File: config.mk
export PLATFORM = sky130hd
export DESIGN_NAME = bitwise_logic_pipe
export DESIGN_NICKNAME = d
export VERILOG_FILES = /design/src/rtl/bitwise_logic_pkg.sv /design/src/rtl/logic_op_comb.sv /design/src/rtl/bitwise_logic_pipe.sv
export SDC_FILE = /design/constraint.sdc
export NUM_CORES = 1
export LEC_CHECK = 0
export ABC_AREA = 1
export BUFFER_PORTS_ARGS = -buffer_cell sky130_fd_sc_hd__clkbuf_2
export CAP_MARGIN = 20
export CELL_PAD_IN_SITES_DETAIL_PLACEMENT = 1
export CELL_PAD_IN_SITES_GLOBAL_PLACEMENT = 2
export CORE_ASPECT_RATIO = 1.75
export CORE_MARGIN = 2
export CORE_UTILIZATION = 30
export CTS_CLUSTER_DIAMETER = 150
export DETAILED_ROUTE_END_ITERATION = 12
export GPL_TIMING_DRIVEN = 0
export PLACE_DENSITY_LB_ADDON = 0.05
export SLEW_MARGIN = 20
export SYNTH_ARGS = -nofsm -noshare
export SYNTH_HDL_FRONTEND = slang
export SYNTH_SLANG_ARGS = --single-unit
File: constraint.sdc
create_clock -name clk -period 2.5 [get_ports clk]
set_input_delay 0.625 -clock clk [delete_from_list [all_inputs] [get_ports clk]]
set_output_delay 0.625 -clock clk [all_outputs]
set_load 0.05 [all_outputs]
File: src/rtl/bitwise_logic_pkg.sv
// Shared constants for the bitwise logic pipe: op encodings, buffer depth
// and the fill-state encoding of the 2-entry output buffer.
package bitwise_logic_pkg;
  localparam int OP_W      = 3;
  localparam int BUF_DEPTH = 2;

  localparam logic [OP_W-1:0] OP_AND   = 3'd0;
  localparam logic [OP_W-1:0] OP_OR    = 3'd1;
  localparam logic [OP_W-1:0] OP_XOR   = 3'd2;
  localparam logic [OP_W-1:0] OP_NOR   = 3'd3;
  localparam logic [OP_W-1:0] OP_NAND  = 3'd4;
  localparam logic [OP_W-1:0] OP_NOTA  = 3'd5;
  localparam logic [OP_W-1:0] OP_PASSA = 3'd6;
  localparam logic [OP_W-1:0] OP_XNOR  = 3'd7;

  typedef enum logic [1:0] {
    ST_EMPTY = 2'd0,
    ST_ONE   = 2'd1,
    ST_FULL  = 2'd2
  } buf_state_e;
endpackage

File: src/rtl/logic_op_comb.sv
// Combinational bitwise function unit: selects one of eight functions of
// A and B and flags an all-zero result.
module logic_op_comb
  import bitwise_logic_pkg::*;
#(
  parameter int WIDTH = 32
) (
  input  logic [OP_W-1:0]  i_op,
  input  logic [WIDTH-1:0] i_a,
  input  logic [WIDTH-1:0] i_b,
  output logic [WIDTH-1:0] o_result,
  output logic             o_zero
);
  logic [WIDTH-1:0] w_res;

  always_comb begin
    w_res = '0;
    case (i_op)
      OP_AND:   w_res = i_a & i_b;
      OP_OR:    w_res = i_a | i_b;
      OP_XOR:   w_res = i_a ^ i_b;
      OP_NOR:   w_res = ~(i_a | i_b);
      OP_NAND:  w_res = ~(i_a & i_b);
      OP_NOTA:  w_res = ~i_a;
      OP_PASSA: w_res = i_a;
      OP_XNOR:  w_res = ~(i_a ^ i_b);
      default:  w_res = '0;
    endcase
  end

  assign o_result = w_res;
  assign o_zero   = ~|w_res;
endmodule

File: src/rtl/bitwise_logic_pipe.sv
// Registered bitwise logic unit with a 2-entry output FIFO and valid/ready
// handshakes on both sides; all outputs come from flops.
module bitwise_logic_pipe
  import bitwise_logic_pkg::*;
#(
  parameter int WIDTH = 32
) (
  input  logic             clk,
  input  logic             reset,
  input  logic             in_valid,
  output logic             in_ready,
  input  logic [OP_W-1:0]  in_op,
  input  logic [WIDTH-1:0] in_a,
  input  logic [WIDTH-1:0] in_b,
  output logic             out_valid,
  input  logic             out_ready,
  output logic [WIDTH-1:0] out_result,
  output logic             out_zero,
  output logic [OP_W-1:0]  out_op
);
  logic [WIDTH-1:0] r_res  [BUF_DEPTH];
  logic             r_zero [BUF_DEPTH];
  logic [OP_W-1:0]  r_op   [BUF_DEPTH];
  logic             r_wptr, r_rptr;
  logic             r_in_ready;
  buf_state_e       r_state, w_state_nxt;

  logic [WIDTH-1:0] w_res;
  logic             w_zero;
  logic             w_push, w_pop;

  logic_op_comb #(.WIDTH(WIDTH)) u_op (
    .i_op     (in_op),
    .i_a      (in_a),
    .i_b      (in_b),
    .o_result (w_res),
    .o_zero   (w_zero)
  );

  assign w_push = in_valid && r_in_ready;
  assign w_pop  = out_valid && out_ready;

  // in_ready is registered from the next state, so it never sees same-cycle out_ready
  always_ff @(posedge clk) begin
    if (reset) begin
      r_state    <= ST_EMPTY;
      r_in_ready <= 1'b1;
    end else begin
      r_state    <= w_state_nxt;
      r_in_ready <= (w_state_nxt != ST_FULL);
    end
  end

  always_comb begin
    w_state_nxt = r_state;
    case (r_state)
      ST_EMPTY: if (w_push) w_state_nxt = ST_ONE;
      ST_ONE: begin
        if (w_push && !w_pop)      w_state_nxt = ST_FULL;
        else if (!w_push && w_pop) w_state_nxt = ST_EMPTY;
      end
      ST_FULL:  if (w_pop) w_state_nxt = ST_ONE;
      default:  w_state_nxt = ST_EMPTY;
    endcase
  end

  always_comb begin
    out_valid  = (r_state != ST_EMPTY);
    in_ready   = r_in_ready;
    out_result = r_res[r_rptr];
    out_zero   = r_zero[r_rptr];
    out_op     = r_op[r_rptr];
  end

  // Zero flags reset high so the cleared (all-zero) entries stay self-consistent
  always_ff @(posedge clk) begin
    if (reset) begin
      for (int i = 0; i < BUF_DEPTH; i++) begin
        r_res[i]  <= '0;
        r_zero[i] <= 1'b1;
        r_op[i]   <= '0;
      end
      r_wptr <= 1'b0;
      r_rptr <= 1'b0;
    end else begin
      if (w_push) begin
        r_res[r_wptr]  <= w_res;
        r_zero[r_wptr] <= w_zero;
        r_op[r_wptr]   <= in_op;
        r_wptr         <= ~r_wptr;
      end
      if (w_pop) r_rptr <= ~r_rptr;
    end
  end
endmodule

======== Word-level counts from Yosys, hierarchy flattened ========
Memory sizes are Yosys's and may differ from the RTL's. A register that Yosys moved wholly into a read port is not among the register bits.
Index checks and enable logic that the tools add are counted.
word-level totals
  register bits ........................... 5
  memory bits (writable) .................. 72
  input port bits ......................... 71
  output and inout bits ................... 38
  word-level logic and storage cells ...... 66
  memories ................................ 3
memory list
  name    words  width  read ports  clocked after memory_dff  write ports  line                      RTL
  r_res   2      32     1           1                         2            bitwise_logic_pipe.sv:21  logic [WIDTH-1:0] r_res [BUF_DEPTH];
  r_op    2      3      1           1                         2            bitwise_logic_pipe.sv:23  logic [OP_W-1:0] r_op [BUF_DEPTH];
  r_zero  2      1      1           1                         2            bitwise_logic_pipe.sv:22  logic r_zero [BUF_DEPTH];
cells by class
  equality and inequality tests ........... 10
  muxes and demuxes ....................... 26
  bitwise gates (word level) .............. 9
  reductions and logical operators ........ 14
operators by type and width
  cell                                                                    number
  32-bit one-hot mux with 8 select lines                                  1
  32-bit NOT                                                              4
  32-bit OR reduction                                                     2
  32-bit bitwise AND                                                      1
  32-bit two-way mux                                                      1
  32-bit bitwise OR                                                       1
  32-bit bitwise XOR                                                      1
  1-bit two-way mux                                                       18
  3-bit equality test (second input constant)                             4
  2-bit two-way mux                                                       4
  3-bit by 2-bit equality test with 1-bit output (second input constant)  2
  2-bit one-hot mux with 3 select lines                                   1
  1-bit logical AND                                                       4
  3-bit by 1-bit equality test with 1-bit output (second input constant)  1
  1-bit zero test                                                         3
  3-bit zero test                                                         1
  3-bit two-way mux                                                       1
  3-bit OR reduction                                                      1
  2-bit by 1-bit equality test with 1-bit output (second input constant)  1
  2-bit equality test (second input constant)                             1
  2-bit zero test                                                         1
  2-bit != test (second input constant)                                   1
  1-bit NOT                                                               2
  2-bit nonzero test                                                      1
  1-bit OR reduction                                                      1

======== Longest topological paths before layout ========
  depth after elaboration ................. 7
  mapped depth ............................ 15

======== Modules after synthesis ========
From an unflattened synthesis, not the netlist that was laid out.
second synthesis, totals
  cell total of the unflattened synthesis .. 876
  area, all modules ....................... 6820.3 um^2
modules (own cells, without submodules)
  module              instances  cells each  area an instance (um^2)  seq. area each (um^2)
  logic_op_comb       1          610         3463.3                   0.0
  bitwise_logic_pipe  1          266         3357.0                   2262.2

======== Worst setup path after synthesis ========
OpenSTA, ideal clock, no wires.
  path type ............................... register -> register
  start ................................... register r_in_ready, in the netlist in_ready
  end ..................................... memory r_op[0][0], enable pin
  library setup time ...................... 0.393 ns
  arrival time ............................ 2.205 ns
  setup slack ............................. -0.097 ns
  stages on the path, launching flop included .. 7
  period minus slack after synthesis ...... 2.597 ns
  path through ............................ dfxtp_1 -> nand2_1 -> nor3_1 -> inv_1 -> clkbuf_1 -> buf_1 -> nand2_1
RTL lines
  what                    line                      RTL
  start, declared         bitwise_logic_pipe.sv:25  logic r_in_ready;
  start signal, assigned  bitwise_logic_pipe.sv:50  r_in_ready <= (w_state_nxt != ST_FULL);
  end, declared           bitwise_logic_pipe.sv:23

==> impl_metrics.toml <==
[floorplanning]
dieWidth_um = 120
initial_utilization_pct = 30.3
rows = 74
ioPinCount = 109
dieArea_um2 = 24700
die_h_um = 207
core_region_area_um2 = 23200

[sta]
whs_ns = 0.477
final-max-slew-violation-count = 0
slew_headroom_pct = 47.8
setup_violations = 0
finalCriticalPeriod_ns = 2.40
fin_tns_setup_ns = 0
worst_pin_slew_ns = 0.783
clock_skew_ns = 0.00755
post-route-period-util_pct = 96.0
setup_slack_ns = 0.0993
hold_viol_final = 0
rsz0062_at_grt = "false"
max_freq_ghz = 0.417

[yosys]
synth.avg_cell_area_um2 = 7.17
yosys_warnings = 0
synth_edf_count = 70
yosys_most_used_dff = "edfxtp_1"
synthesis.nets = 1117
synth-seq-cells = 78
syn-cell-area_um2 = 7040
async_flop_share_pct = 0
ys_seq_area_share_pct = 32.1
synth_cell_types = 25
syn_inst = 982

[finish]
antenna_cells = 0
fin_util_pct = 35.6
num-nets-final = 1234
multi_input_area_um2 = 3820
area_growth_pct = 17.5
nFillCells = 3012
drive_gt1_share_pct = 19.3
regArea_um2 = 2260

[global_routing]
grt_pass1_wl_mm = 41.5
gr-total-overflow = 0
grtUsageTotal_pct = 22.4
grt_pass1_vias = 7315
antenna_found_initial = 0
grt_max_degree = 36

[route]
drc_errors = 0
dr_total_vias = 6877
drt_iter0_markers = 262
drt-vias-per-instance = 4.88
post_drt_wl_per_cell_um = 19.2
drtPass1Iterations = 6
ant_nets = 0
wirelength_mm = 27.0

[placed_design]
place_hpwl_mm = 21.4
routabilityCongestion = 0.848
port-buffer-count = 106
dp_slack_ns = -0.592

[power_and_ir_drop]
p_per_area_nw_per_um2 = 495
leakage_uw = 0.00420
vdd_drop_max_mv = 0.284
power_uw = 4100

[clock_network]
hold_buffers = 0
clock_latency_ns = 0.33
cts_buffers = 9
h-tree-depth = 3
cts_root_buffer = "clkbuf_16"
cts_max_path_buffers = 2
cts_tree = "yes"
post_cts_buffers = 0
clock_sinks = 78
clk_pin_slew_worst_paths_ns = 0.06

[setup_path]
cp_slowest_stage_delay_ns = 0.46
crit_type = "register to output port"
startpoint_type = "register"
required_ns = 1.88
cp_slowest_cell = "dfxtp_2"
cp_cell_sequence = "clkbuf_2, mux2_2, clkbuf_2"
worst_path_most_repeated_cell = "clkbuf_2"
end_kind = "output port"
crit_fanout = 10
arrival_ns = 1.78

[worst_hold_path]
min_path_type = "register to register"

[flow_run]
drv_cap = 0

[status]
outcome = "finished clean"
-- layout by cell type (no fill, tap or decap), types with 2 or more instances in the layout --
master,n
buf_1,3
inv_2,4
nand3_1,90
clkbuf_1,18
nand2_1,190
o21ai_0,54
nor3_1,3
nand2_4,2
clkbuf_16,9
ha_1,64
clkbuf_2,111
dfxtp_1,7
edfxtp_1,70
nand3b_1,2
buf_2,20
buf_6,13
nand3_2,2
nor2_1,149
nand4_1,66
a21oi_1,3
mux2_2,36
clkinv_2,2
buf_4,3
o21ai_1,16
clkbuf_4,2
inv_1,155
-- registers in the layout (all words and copies together), names as in the netlist, named ones only --
signal	count
in_ready	1
r_zero	2
r_state	2
r_wptr	1
r_op	6
r_res	64
r_rptr	1
-- Yosys cell counts, drive strengths merged (8+ instances only) --
library cell | number | share of area (%)
mux2 | 36 | 5.8
dfxtp | 8 | 2.3
nand2 | 193 | 10
inv | 159 | 8.5
buf | 42 | 4.1
nor2 | 151 | 8.3
o21ai | 70 | 5.0
nand4 | 66 | 5.9
clkbuf | 22 | 1.2
ha | 64 | 11
edfxtp | 70 | 30
nand3 | 92 | 6.6
-- layout make-up --
type | instances | share of cell area [%]
Tap cell | 304 | 4.60
Sequential cell | 78 | 27.4
Clock inverter | 5 | 0.424
Timing Repair Buffer | 107 | 6.66
Multi-Input combinational cell | 681 | 46.2
Clock buffer | 11 | 2.93
Buffer | 63 | 4.64
Inverter | 159 | 7.22
-- layer usage --
layer	share of wire (%)	global-route usage, %	wire length, um	vias up
met5	0	0	0	-
met2	57	46.4	15300	106
met4	2.1	6.89	577	0
met1	39	23.4	10600	3322
li1	-	-	-	3420
met3	1.9	1.73	514	29
-- final timing paths --
path | start | endpoint | slack [ns] | cells past startpoint
min reg2reg | r_rptr$_SDFFE_PP0P_ | register | 0.48 | 2
min | r_rptr$_SDFFE_PP0P_ | register | 0.48 | 2
max | register | out_result[28] | 0.1 | 3
max reg2reg | in_ready$_SDFF_PP1_ | r_res[0][9]$_SDFFCE_PN0P_ | 0.29 | 6
-- repair_timing --
action / 4_1_cts / 5_1_grt
gates resized for setup: 7 / 4
endpoints found under the setup margin: 67 / 37
cloned: 0 / 0
pin swaps: 0 / 0
-- worst max-delay path: cells and delay by family (launching register included) --
family / cells / cell delay, ns
buffers and inverters: 2 / 0.57
flip-flops: 1 / 0.46
multiplexers: 1 / 0.40
-- through the flow --
| step | instance area (um2) | cells |
|---|---|---|
| 2_1_floorplan | 7040 | 982 |
| 3_3_place_gp | 7950 | 1392 |
| 3_5_place_dp | 7970 | 1393 |
| 4_1_cts | 8260 | 1408 |
| 5_1_grt | 8270 | 1408 |
| 6_report | 8270 | 1408 |
-- kinds of logic (layout without fill, tap and decap cells) --
family                     count (synthesis)  in the layout  synth area share, %
AOI/OAI and AO/OA                         73             73                 5.19
adders and majority gates                 64             64                 11.4
buffers and inverters                    223            345                 13.8
DFF                                       78             78                 32.1
muxes                                     36             36                 5.76
and+or+nand+nor                          508            508                 31.7
-- power breakdown --
part           total (uW)  internal [uW]  switching, uW
Combinational        1340            378            958
Clock                1210            701            514
Sequential           1550           1520           25.7
Total                4100           2600           1500
Power figures use the tool's default switching activity.
